===== src/rtl/i2c_slave.sv =====
// ----------------------------------------------------------------------------
// i2c_slave : I2C target (responder), fixed 7-bit address, no clock stretching
//
// Oversamples SCL/SDA on clk, detects START / repeated START / STOP, ACKs its
// own address and every written byte, and fetches read bytes from user logic
// through a tx_req / tx_data handshake. SDA is only ever pulled low (open
// drain); SCL is never driven.
//
// Ports
//   clk       system clock (>= 8x SCL, >= 12x SCL with the glitch filter)
//   rst_n     asynchronous active-low reset
//   scl_in    raw bus SCL level
//   sda_in    raw bus SDA level
//   sda_oe    1 = pull SDA low, 0 = release
//   rx_data   last byte written by the master
//   rx_valid  one-clk pulse, rx_data is new
//   tx_data   next byte to send to the master
//   tx_req    one-clk pulse requesting the next tx_data
//   busy      high from address match until STOP or next START
//
// Build option
//   I2C_SLAVE_GLITCH_FILTER_EN : 3-sample majority filter on synchronised
//   SCL and SDA (rejects single-clk pulses, adds 2 clk of event latency).
// ----------------------------------------------------------------------------
module i2c_slave #(
    parameter logic [6:0] SLAVE_ADDR  = 7'h50,
    parameter int         SYNC_STAGES = 2
) (
    input  logic       clk,
    input  logic       rst_n,
    input  logic       scl_in,
    input  logic       sda_in,
    output logic       sda_oe,
    output logic [7:0] rx_data,
    output logic       rx_valid,
    input  logic [7:0] tx_data,
    output logic       tx_req,
    output logic       busy
);
    localparam int NSYNC = (SYNC_STAGES < 2) ? 2 : SYNC_STAGES;

    typedef enum logic [2:0] {
        IDLE, ADDR, ADDR_ACK, WR_DATA, WR_ACK, RD_DATA, RD_ACK, WAIT_STOP
    } state_t;

    // ------------------------------------------------------------------
    // Synchronisers. Reset to 1 so an idle (pulled-up) bus produces no
    // spurious edges when reset is released.
    // ------------------------------------------------------------------
    logic [NSYNC-1:0] r_scl_sync, r_sda_sync;

    always_ff @(posedge clk or negedge rst_n) begin
        if (!rst_n) begin
            r_scl_sync <= '1;
            r_sda_sync <= '1;
        end else begin
            r_scl_sync <= {r_scl_sync[NSYNC-2:0], scl_in};
            r_sda_sync <= {r_sda_sync[NSYNC-2:0], sda_in};
        end
    end

    logic w_scl, w_sda;

`ifdef I2C_SLAVE_GLITCH_FILTER_EN
    logic [2:0] r_scl_hist, r_sda_hist;

    always_ff @(posedge clk or negedge rst_n) begin
        if (!rst_n) begin
            r_scl_hist <= '1;
            r_sda_hist <= '1;
        end else begin
            r_scl_hist <= {r_scl_hist[1:0], r_scl_sync[NSYNC-1]};
            r_sda_hist <= {r_sda_hist[1:0], r_sda_sync[NSYNC-1]};
        end
    end

    assign w_scl = (r_scl_hist[0] & r_scl_hist[1]) | (r_scl_hist[0] & r_scl_hist[2]) |
                   (r_scl_hist[1] & r_scl_hist[2]);
    assign w_sda = (r_sda_hist[0] & r_sda_hist[1]) | (r_sda_hist[0] & r_sda_hist[2]) |
                   (r_sda_hist[1] & r_sda_hist[2]);
`else
    assign w_scl = r_scl_sync[NSYNC-1];
    assign w_sda = r_sda_sync[NSYNC-1];
`endif

    logic r_scl_prev, r_sda_prev;

    always_ff @(posedge clk or negedge rst_n) begin
        if (!rst_n) begin
            r_scl_prev <= 1'b1;
            r_sda_prev <= 1'b1;
        end else begin
            r_scl_prev <= w_scl;
            r_sda_prev <= w_sda;
        end
    end

    // START/STOP need SCL high on both samples, so an SDA change landing on
    // the same clk as an SCL edge is never mistaken for a bus condition.
    logic w_scl_rise, w_scl_fall, w_start, w_stop;
    assign w_scl_rise = w_scl & ~r_scl_prev;
    assign w_scl_fall = ~w_scl & r_scl_prev;
    assign w_start    = w_scl & r_scl_prev & r_sda_prev & ~w_sda;
    assign w_stop     = w_scl & r_scl_prev & ~r_sda_prev & w_sda;

    // ------------------------------------------------------------------
    // FSM + datapath registers
    // r_phase: in the ACK states, 0 = waiting for the fall that starts the
    // ACK bit, 1 = ACK bit in progress. In RD_ACK, 1 = master ACKed.
    // r_shift: address/write bits shift in at bit 0; read bits still to be
    // driven sit MSB-aligned. After the address byte, bit 0 holds R/W.
    // ------------------------------------------------------------------
    state_t     r_state, w_state_nx;
    logic [2:0] r_cnt, w_cnt_nx;
    logic [7:0] r_shift, w_shift_nx;
    logic       r_phase, w_phase_nx;
    logic       r_sda_oe, w_oe_nx;
    logic [7:0] r_rx_data, w_rx_data_nx;
    logic       r_rx_valid, w_rx_valid_nx;
    logic       r_tx_req, w_tx_req_nx;
    logic       r_busy, w_busy_nx;
    logic       w_addr_hit;

    // General call (0x00) never matches, even if SLAVE_ADDR were set to 0.
    assign w_addr_hit = (r_shift[6:0] == SLAVE_ADDR) && (r_shift[6:0] != 7'h00);

    always_ff @(posedge clk or negedge rst_n) begin
        if (!rst_n) begin
            r_state    <= IDLE;
            r_cnt      <= 3'd0;
            r_shift    <= 8'h00;
            r_phase    <= 1'b0;
            r_sda_oe   <= 1'b0;
            r_rx_data  <= 8'h00;
            r_rx_valid <= 1'b0;
            r_tx_req   <= 1'b0;
            r_busy     <= 1'b0;
        end else begin
            r_state    <= w_state_nx;
            r_cnt      <= w_cnt_nx;
            r_shift    <= w_shift_nx;
            r_phase    <= w_phase_nx;
            r_sda_oe   <= w_oe_nx;
            r_rx_data  <= w_rx_data_nx;
            r_rx_valid <= w_rx_valid_nx;
            r_tx_req   <= w_tx_req_nx;
            r_busy     <= w_busy_nx;
        end
    end

    always_comb begin
        w_state_nx    = r_state;
        w_cnt_nx      = r_cnt;
        w_shift_nx    = r_shift;
        w_phase_nx    = r_phase;
        w_oe_nx       = r_sda_oe;
        w_rx_data_nx  = r_rx_data;
        w_rx_valid_nx = 1'b0;
        w_tx_req_nx   = 1'b0;
        w_busy_nx     = r_busy;

        if (w_stop) begin
            w_state_nx = IDLE;
            w_oe_nx    = 1'b0;
            w_busy_nx  = 1'b0;
        end else if (w_start) begin
            w_state_nx = ADDR;
            w_oe_nx    = 1'b0;
            w_busy_nx  = 1'b0;
            w_cnt_nx   = 3'd0;
            w_phase_nx = 1'b0;
        end else begin
            case (r_state)
                IDLE: ;
                ADDR: begin
                    if (w_scl_rise) begin
                        w_shift_nx = {r_shift[6:0], w_sda};
                        w_cnt_nx   = r_cnt + 3'd1;
                        if (r_cnt == 3'd7) begin
                            if (w_addr_hit) begin
                                w_state_nx  = ADDR_ACK;
                                w_busy_nx   = 1'b1;
                                w_phase_nx  = 1'b0;
                                w_tx_req_nx = w_sda;   // read: fetch first byte now
                            end else begin
                                w_state_nx = WAIT_STOP;
                            end
                        end
                    end
                end
                ADDR_ACK: begin
                    if (w_scl_fall) begin
                        if (!r_phase) begin
                            w_oe_nx    = 1'b1;
                            w_phase_nx = 1'b1;
                        end else begin
                            w_phase_nx = 1'b0;
                            if (r_shift[0]) begin
                                w_state_nx = RD_DATA;
                                w_shift_nx = {tx_data[6:0], 1'b0};
                                w_oe_nx    = ~tx_data[7];
                            end else begin
                                w_state_nx = WR_DATA;
                                w_oe_nx    = 1'b0;
                            end
                        end
                    end
                end
                WR_DATA: begin
                    w_oe_nx = 1'b0;
                    if (w_scl_rise) begin
                        w_shift_nx = {r_shift[6:0], w_sda};
                        w_cnt_nx   = r_cnt + 3'd1;
                        if (r_cnt == 3'd7) begin
                            w_rx_data_nx  = {r_shift[6:0], w_sda};
                            w_rx_valid_nx = 1'b1;
                            w_state_nx    = WR_ACK;
                            w_phase_nx    = 1'b0;
                        end
                    end
                end
                WR_ACK: begin
                    if (w_scl_fall) begin
                        if (!r_phase) begin
                            w_oe_nx    = 1'b1;
                            w_phase_nx = 1'b1;
                        end else begin
                            w_oe_nx    = 1'b0;
                            w_phase_nx = 1'b0;
                            w_state_nx = WR_DATA;
                        end
                    end
                end
                RD_DATA: begin
                    if (w_scl_fall) begin
                        w_cnt_nx = r_cnt + 3'd1;
                        if (r_cnt == 3'd7) begin
                            w_oe_nx    = 1'b0;
                            w_state_nx = RD_ACK;
                            w_phase_nx = 1'b0;
                        end else begin
                            w_oe_nx    = ~r_shift[7];
                            w_shift_nx = {r_shift[6:0], 1'b0};
                        end
                    end
                end
                RD_ACK: begin
                    if (w_scl_rise && !r_phase) begin
                        if (!w_sda) begin
                            w_phase_nx  = 1'b1;
                            w_tx_req_nx = 1'b1;
                        end else begin
                            w_state_nx = WAIT_STOP;
                        end
                    end else if (w_scl_fall && r_phase) begin
                        w_phase_nx = 1'b0;
                        w_state_nx = RD_DATA;
                        w_shift_nx = {tx_data[6:0], 1'b0};
                        w_oe_nx    = ~tx_data[7];
                    end
                end
                WAIT_STOP: w_oe_nx = 1'b0;
                default: w_state_nx = IDLE;
            endcase
        end
    end

    assign sda_oe   = r_sda_oe;
    assign rx_data  = r_rx_data;
    assign rx_valid = r_rx_valid;
    assign tx_req   = r_tx_req;
    assign busy     = r_busy;

endmodule


===== config.mk =====
export PLATFORM = sky130hd
export DESIGN_NAME = i2c_slave
export DESIGN_NICKNAME = d
export VERILOG_FILES = /design/src/rtl/i2c_slave.sv
export SDC_FILE = /design/constraint.sdc
export NUM_CORES = 1
export LEC_CHECK = 0
export ABC_AREA = 1
export CAP_MARGIN = 20
export CORE_AREA = 10 10 80 82
export CTS_BUF_LIST = sky130_fd_sc_hd__clkbuf_8
export DETAILED_ROUTE_END_ITERATION = 7
export DIE_AREA = 0 0 90 92
export PLACE_DENSITY_LB_ADDON = 0.12
export SLEW_MARGIN = 10
export SYNTH_ARGS = -nofsm -noshare
export SYNTH_HDL_FRONTEND = slang
export SYNTH_SLANG_ARGS = --single-unit

===== constraint.sdc =====
create_clock -name clk -period 1.8 [get_ports clk]
set_input_delay 0.45 -clock clk [delete_from_list [all_inputs] [get_ports clk]]
set_output_delay 0.45 -clock clk [all_outputs]
set_load 0.02 [all_outputs]

==> metrics, run 1 <==
area grow syn2layout=30.4%; Max Root-Sink Buffers=2; status=finished clean; syn_nets=265; Startpoint Class=flop; Seq pwr share=29.3%; die height=92 µm; placed inst area=2270 µm²; IO Pins=24; TNS Setup=0 ps; Clock Power Share=a little over a fifth; drt pass-1 iters=4; async set or reset register ratio after synthesis=100%; share of total power in combinational logic=49.6%; largest net degree at the start of global routing=34; clock sinks=33; antenna violations before repair=0; drt initial violations=99; yosys warns=0; Clk pin slew, worst setup/hold paths=70 ps; Fin Clk Skew=3.94 ps; CTS tree=yes; Max Slew Vio Count=0; Area contributors post-synth=dfrtp_1 36%, nand2_1 16%, dfstp_2 8.4%; worst slew pin tran=385 ps; Syn Std Cell Area=1880 µm²; final hold vios=0; number of cell rows=26; max-cap viol count=0; full die area=8280 µm²; TritonCTS Buffers=5; first-pass GRT wire length=8290 µm; grt total ovfl=0; gpl congestion=0.875; H-Tree Depth=2; final setup fails=0; share of layout cells above drive strength 1=approximately 20%; Die W=90 µm; worst skew pair latency=290 ps; Rel. slew slack=74.2%; Leak=0.00120 µW; fmax=slightly below 0.6 GHz; post-synth cell types=29; flop-to-flop setup slack=90 ps; hold-critical path depth=0; hold crit path type=reg -> reg; switching share of power=between 40% and 50%; drt wl/cell=13.3 µm; peak supply drop=between 900 and 1000 µV; Vias=1752; PwrDens=approximately 1700 nW/µm²; DRT antenna net count=0; Vias/cell=4.84; DP HPWL=approximately 3700 µm; number of port buffers=23; design area=approximately 2500 µm²; Switching Power=1770 µW; Setup CP Type=reg -> reg; area share of the largest cell type after synthesis=35.9%; Power, Total=4080 µW; part of the Yosys area used for sequential elements=44.3%; Starting Density=about two fifths; CP Data Required Time=2030 ps; Core ar.=4910 µm²; predominant post-synthesis flop cell=dfrtp_1; hold_ws=between 300 and 400 ps; Int Pwr=2320 µW; nets@finish=305; Mapped Avg Cell Area=7.50 µm²; #FFs+latches synth=33; crit end category=flop; Critical Path Fanout Max=5; part of the cycle the worst path needs=95.0%; Root Driver=clkbuf_8; vias in the first global route=1720; DRC=0; RSZ-0062 raised after global routing=false; Routed WL=4810 µm; antenna diode count=0; Synth Instances=~250; hold_buf cts=0; Critical Path AT=a little under 2000 ps; Yosys top cell by area=dfrtp_1; Post-synth EDFFs=0; Tmin final=about 1700 ps; Reg2Reg Depth=8; gr usage total=about an eighth
==> repair_timing <==
action,in CTS,in global routing
gates resized for setup,0,11
setup endpoints to repair,0,12
buffers inserted,0,2
==> worst max-delay path, cell delays in order, from the launching register on <==
cell      delay [ps]
dfrtp_1          410
ha_2             190
ha_2             170
inv_2             70
a21oi_2           70
a211oi_4         380
buf_4            200
nand4_1           80
nand2_1           90
==> layout make-up <==
cell class	instances	area (µm²)
fillers	494	2460
clock inverters	3	68.8
well taps	70	87.6
flip-flops and latches	33	837
clock buffers	5	68.8
inverters	30	115
repair buffers	38	355
multi-input cells	183	921
==> sequential cells by signal (all words and copies together), names as in the netlist <==
register,cells
r_cnt,3
rx_data,8
r_phase,1
rx_valid,1
sda_oe,1
r_shift,8
r_sda_sync,2
busy,1
tx_req,1
r_sda_prev,1
r_scl_sync,2
r_scl_prev,1
r_state,3
==> per-layer routing <==
metal	share of wire [%]	vias up	GRT usage [%]
li1	-	900	-
met1	49	797	15.6
met2	44	43	18.2
met3	5.2	12	3.42
met4	2.3	0	5.44
met5	0	-	0
==> kinds of logic (layout without fill, tap and decap cells) <==
| family | Yosys count | count (layout) | synth area share (%) |
|---|---|---|---|
| simple gates | 148 | 148 | 35.2 |
| compound gates | 33 | 33 | 11.2 |
| flops | 33 | 33 | 44.3 |
| buf+inv | 35 | 76 | 8.04 |
| fa+ha+maj | 2 | 2 | 1.33 |
==> final timing paths <==
path,start,end
setup / recovery,r_cnt[0]$_DFFE_PN0P_,r_shift[5]$_DFFE_PN0P_
hold / removal,r_scl_sync[0]$_DFF_PN1_,r_scl_sync[1]$_DFF_PN1_
setup reg to reg,r_cnt[0]$_DFFE_PN0P_,r_shift[5]$_DFFE_PN0P_
hold reg to reg,r_scl_sync[0]$_DFF_PN1_,r_scl_sync[1]$_DFF_PN1_
max in group asynchronous,rst_n,r_scl_sync[0]$_DFF_PN1_
min in group asynchronous,rst_n,rx_valid$_DFF_PN0_
==> cell usage in the layout, fill, tap and decap left out, types with 2 or more instances in the layout <==
cell	instances
nand2_1	80
dfrtp_1	24
nor2_1	23
clkdlybuf4s50_1	23
inv_1	21
nand3_1	18
buf_4	14
nand4_1	12
a21oi_1	9
o21ai_1	8
inv_2	7
o21ai_0	7
dfstp_2	6
clkbuf_8	5
nor3_1	4
nand3_2	4
nor2_2	3
a21oi_2	3
dfrtp_2	3
ha_2	2
bufinv_16	2
==> metrics by stage <==
stage	util, %	setup WS [ps]	instances
6_report	49.9	89.2	362
5_1_grt	49.9	7.90	362
4_1_cts	49.1	0.894	360
3_5_place_dp	46.3	32.9	352
3_3_place_gp	46.3	56.4	352
2_1_floorplan	-	175	251
==> Yosys cell counts, types with 2 or more instances <==
master	n
nand3_2	3
a21oi_1	10
nand4_1	12
inv_2	6
inv_1	22
buf_4	2
buf_2	2
ha_1	2
dfrtp_1	27
nand2_1	81
dfstp_2	6
nand3_1	19
o21ai_1	8
nor2_1	24
o21ai_0	7
nor2_2	2
a21oi_2	2
nor3_1	5
==> power groups by stage <==
stage	logic [µW]	registers (µW)	clock network, µW
2_1_floorplan	1460	1130	0
3_3_place_gp	1930	1200	0
3_5_place_dp	1940	1200	0
4_1_cts	1950	1180	881
5_1_grt	2310	1230	916
6_report	2020	1200	862
Note: power is estimated with default switching activity, not from simulation.
==> run 2: changes to the inputs <==
--- a/config.mk
+++ b/config.mk
@@ -9,9 +9,11 @@
 export CAP_MARGIN = 20
 export CORE_AREA = 10 10 80 82
 export CTS_BUF_LIST = sky130_fd_sc_hd__clkbuf_8
+export CTS_CLUSTER_DIAMETER = 200
 export DETAILED_ROUTE_END_ITERATION = 7
 export DIE_AREA = 0 0 90 92
 export PLACE_DENSITY_LB_ADDON = 0.12
+export RECOVER_POWER = 50
 export SLEW_MARGIN = 10
 export SYNTH_ARGS = -nofsm -noshare
 export SYNTH_HDL_FRONTEND = slang
==> run 2 against run 1 <==
  * Clock-buffer cell count unchanged
  * Core utilization fell by 0.31 points
  * Routed wire length down 0.62%
  * Worst setup slack improved by 5.8 ps
  * Register-to-register slack about the same
  * Sequential cell count did not move
  * Clock skew about the same
  * Die area unchanged
  * Clock power about the same
  * Hold slack hardly changed
  * Non-clock buffer count is the same
  * Critical path type is now reg -> out
  * Largest cell class unchanged
  * Highest routed layer unchanged
==> metrics, run 2 (synthesis results as in run 1) <==
RSZ-0062 raised after global routing=false (unchanged); Rel. slew slack=45.3% (was 74.2%); part of the cycle the worst path needs=94.7% (was 95.0%); Setup CP Type=reg -> out (was reg -> reg); Fin Clk Skew=4.34 ps (was 3.94 ps); Clk pin slew, worst setup/hold paths=70 ps (about the same); H-Tree Depth=2 (unchanged); IO Pins=24 (unchanged); number of cell rows=26 (unchanged); commonest non-fill, non-tap cell in the layout=nand2_1 (unchanged); DRT antenna net count=0 (unchanged); Vias=1766 (was 1752); CP top delay family=buffers and inverters (was compound AO/OA/AOI/OAI gates); most frequent cells in the layout=80 x nand2_1, 24 x dfrtp_1, 23 x nor2_1 (was 80 x nand2_1, 24 x dfrtp_1, 23 x nor2_1, 23 x clkdlybuf4s50_1, 21 x inv_1); Root Driver=clkbuf_8 (unchanged); crit end category=primary output (was flop); Leak=0.00119 µW (was 0.00120 µW); gpl congestion=0.875 (unchanged); area grow syn2layout=29.6% (was 30.4%); status=finished clean (unchanged); CTS tree=yes (unchanged); Routed WL=4780 µm (was 4810 µm); max-cap viol count=0 (unchanged); switching share of power=43.3% (about the same); fillers=496 (was 494); drt wl/cell=13.2 µm (was 13.3 µm); first-pass GRT wire length=8290 µm (unchanged); gr usage total=12.1% (unchanged); hold crit path type=reg -> reg (unchanged); DRC=0 (unchanged); Largest stage delay, worst path=610 ps (was 410 ps); share of total power in combinational logic=49.5% (was 49.6%); share of layout cells above drive strength 1=19.9% (was 20.2%); Core ar.=4910 µm² (unchanged); grt total ovfl=0 (unchanged); Switching Power=1760 µW (was 1770 µW); peak supply drop=902 µV (about the same); Int Pwr=2310 µW (was 2320 µW); TritonCTS Buffers=5 (unchanged); Vias/cell=4.88 (was 4.84); largest net degree at the start of global routing=34 (unchanged); worst slew pin tran=821 ps (was 385 ps); Critical Path Fanout Max=2 (was 5); Starting Density=38.3% (unchanged); full die area=8280 µm² (unchanged); Tmin final=1710 ps (about the same); cells along the critical path=clkdlybuf4s50_1 (was ha_2 -> ha_2 -> inv_2 -> a21oi_2 -> a211oi_4 -> buf_4 -> nand4_1 -> nand2_1); DP HPWL=3670 µm (unchanged); number of port buffers=23 (unchanged); clock sinks=33 (unchanged); Buf+Inv Stages, Crit Path=1 (was 2); Clock Power Share=21.1% (about the same); Critical Path AT=1260 ps (was 1950 ps); worst skew pair latency=290 ps (about the same); drt pass-1 iters=5 (was 4); Power, Total=4080 µW (about the same); fmax=0.587 GHz (was 0.585 GHz); antenna diode count=0 (unchanged); Max Root-Sink Buffers=2 (unchanged); Startpoint Class=flop (unchanged); hold_buf cts=0 (unchanged); TNS Setup=0 ps (unchanged); final hold vios=0 (unchanged); PwrDens=1670 nW/µm² (was 1660 nW/µm²); final setup fails=0 (unchanged); Seq pwr share=29.3% (about the same); nets@finish=305 (unchanged); CP Data Required Time=1350 ps (was 2030 ps); vias in the first global route=1720 (unchanged); Max Slew Vio Count=0 (unchanged); die height=92 µm (unchanged); Slowest-stage cell, CP=clkdlybuf4s50_1 (was dfrtp_1); antenna violations before repair=0 (unchanged); Die W=90 µm (unchanged); drt initial violations=103 (was 99)
==> run 2: cell count changes in the layout (fill, tap and decap cells not counted) <==
cell	delta
clkdlybuf4s50_1	-3
dlygate4sd3_1	+3
buf_12	-1
clkbuf_2	+1
dfstp_1	+1
dfstp_2	-1
==> run 2: worst register-to-register path, stage by stage, from the launching register on <==
cell,delay [ps]
dfrtp_1,410
ha_2,190
ha_2,170
inv_2,70
a21oi_2,70
a211oi_4,380
buf_4,200
nand4_1,80
nand2_1,90
==> run 2: per-layer routing <==
| metal | GRT usage [%] | routed length [µm] | vias to the layer above |
|---|---|---|---|
| met5 | 0 | 0 | - |
| met1 | 15.6 | 2270 | 795 |
| met2 | 18.2 | 2090 | 55 |
| met4 | 5.44 | 113 | 0 |
| met3 | 3.42 | 299 | 13 |
| li1 | - | - | 903 |
==> run 2: cell type report <==
class	instances	area, µm²	share of cell area (%)
multi-input combinational	183	921	37.8
sequential	33	837	34.3
tap	70	87.6	3.59
clock buffer	5	68.8	2.82
inverter	30	115	4.72
clock inverter	3	68.8	2.82
timing repair buffer	38	340	14.0
==> run 2: final timing paths <==
| path | startpoint | endpoint | slack (ps) | depth (start not counted) |
|---|---|---|---|---|
| max | rx_data[6]$_DFFE_PN0P_ | rx_data[6] | 90 | 1 |
| min | r_scl_sync[0]$_DFF_PN1_ | r_scl_sync[1]$_DFF_PN1_ | 360 | 0 |
| max reg2reg | r_cnt[0]$_DFFE_PN0P_ | r_shift[5]$_DFFE_PN0P_ | 90 | 8 |
| min reg2reg | r_scl_sync[0]$_DFF_PN1_ | r_scl_sync[1]$_DFF_PN1_ | 360 | 0 |
| max in group asynchronous | rst_n | r_state[1]$_DFFE_PN0P_ | 450 | 2 |
| min in group asynchronous | rst_n | rx_valid$_DFF_PN0_ | 780 | 2 |
==> run 2: repair_timing <==
item	4_1_cts	5_1_grt
gates resized for setup	0	11
endpoints found under the setup margin	0	12
buffers inserted	0	2
==> run 2: per-stage QoR <==
step                      instance area [µm²]  hold WS (ps)  std cells  setup slack [ps]  util (%)
after global routing                     2440           362        362              7.90      49.6
after CTS                                2410           360        360             0.894      49.1
final                                    2440           360        362              95.0      49.6
after global placement                   2270           347        352              56.4      46.3
after detailed placement                 2270           348        352              32.9      46.3
after floorplan                          1880           154        251               175         -
==> run 2: power by group through the flow <==
stage | combinational [µW] | clock [µW] | sequential [µW]
final | 2020 | 862 | 1200
after global routing | 2300 | 916 | 1230
after CTS | 1950 | 881 | 1180
after detailed placement | 1940 | 0 | 1200
after global placement | 1930 | 0 | 1200
after floorplan | 1460 | 0 | 1130
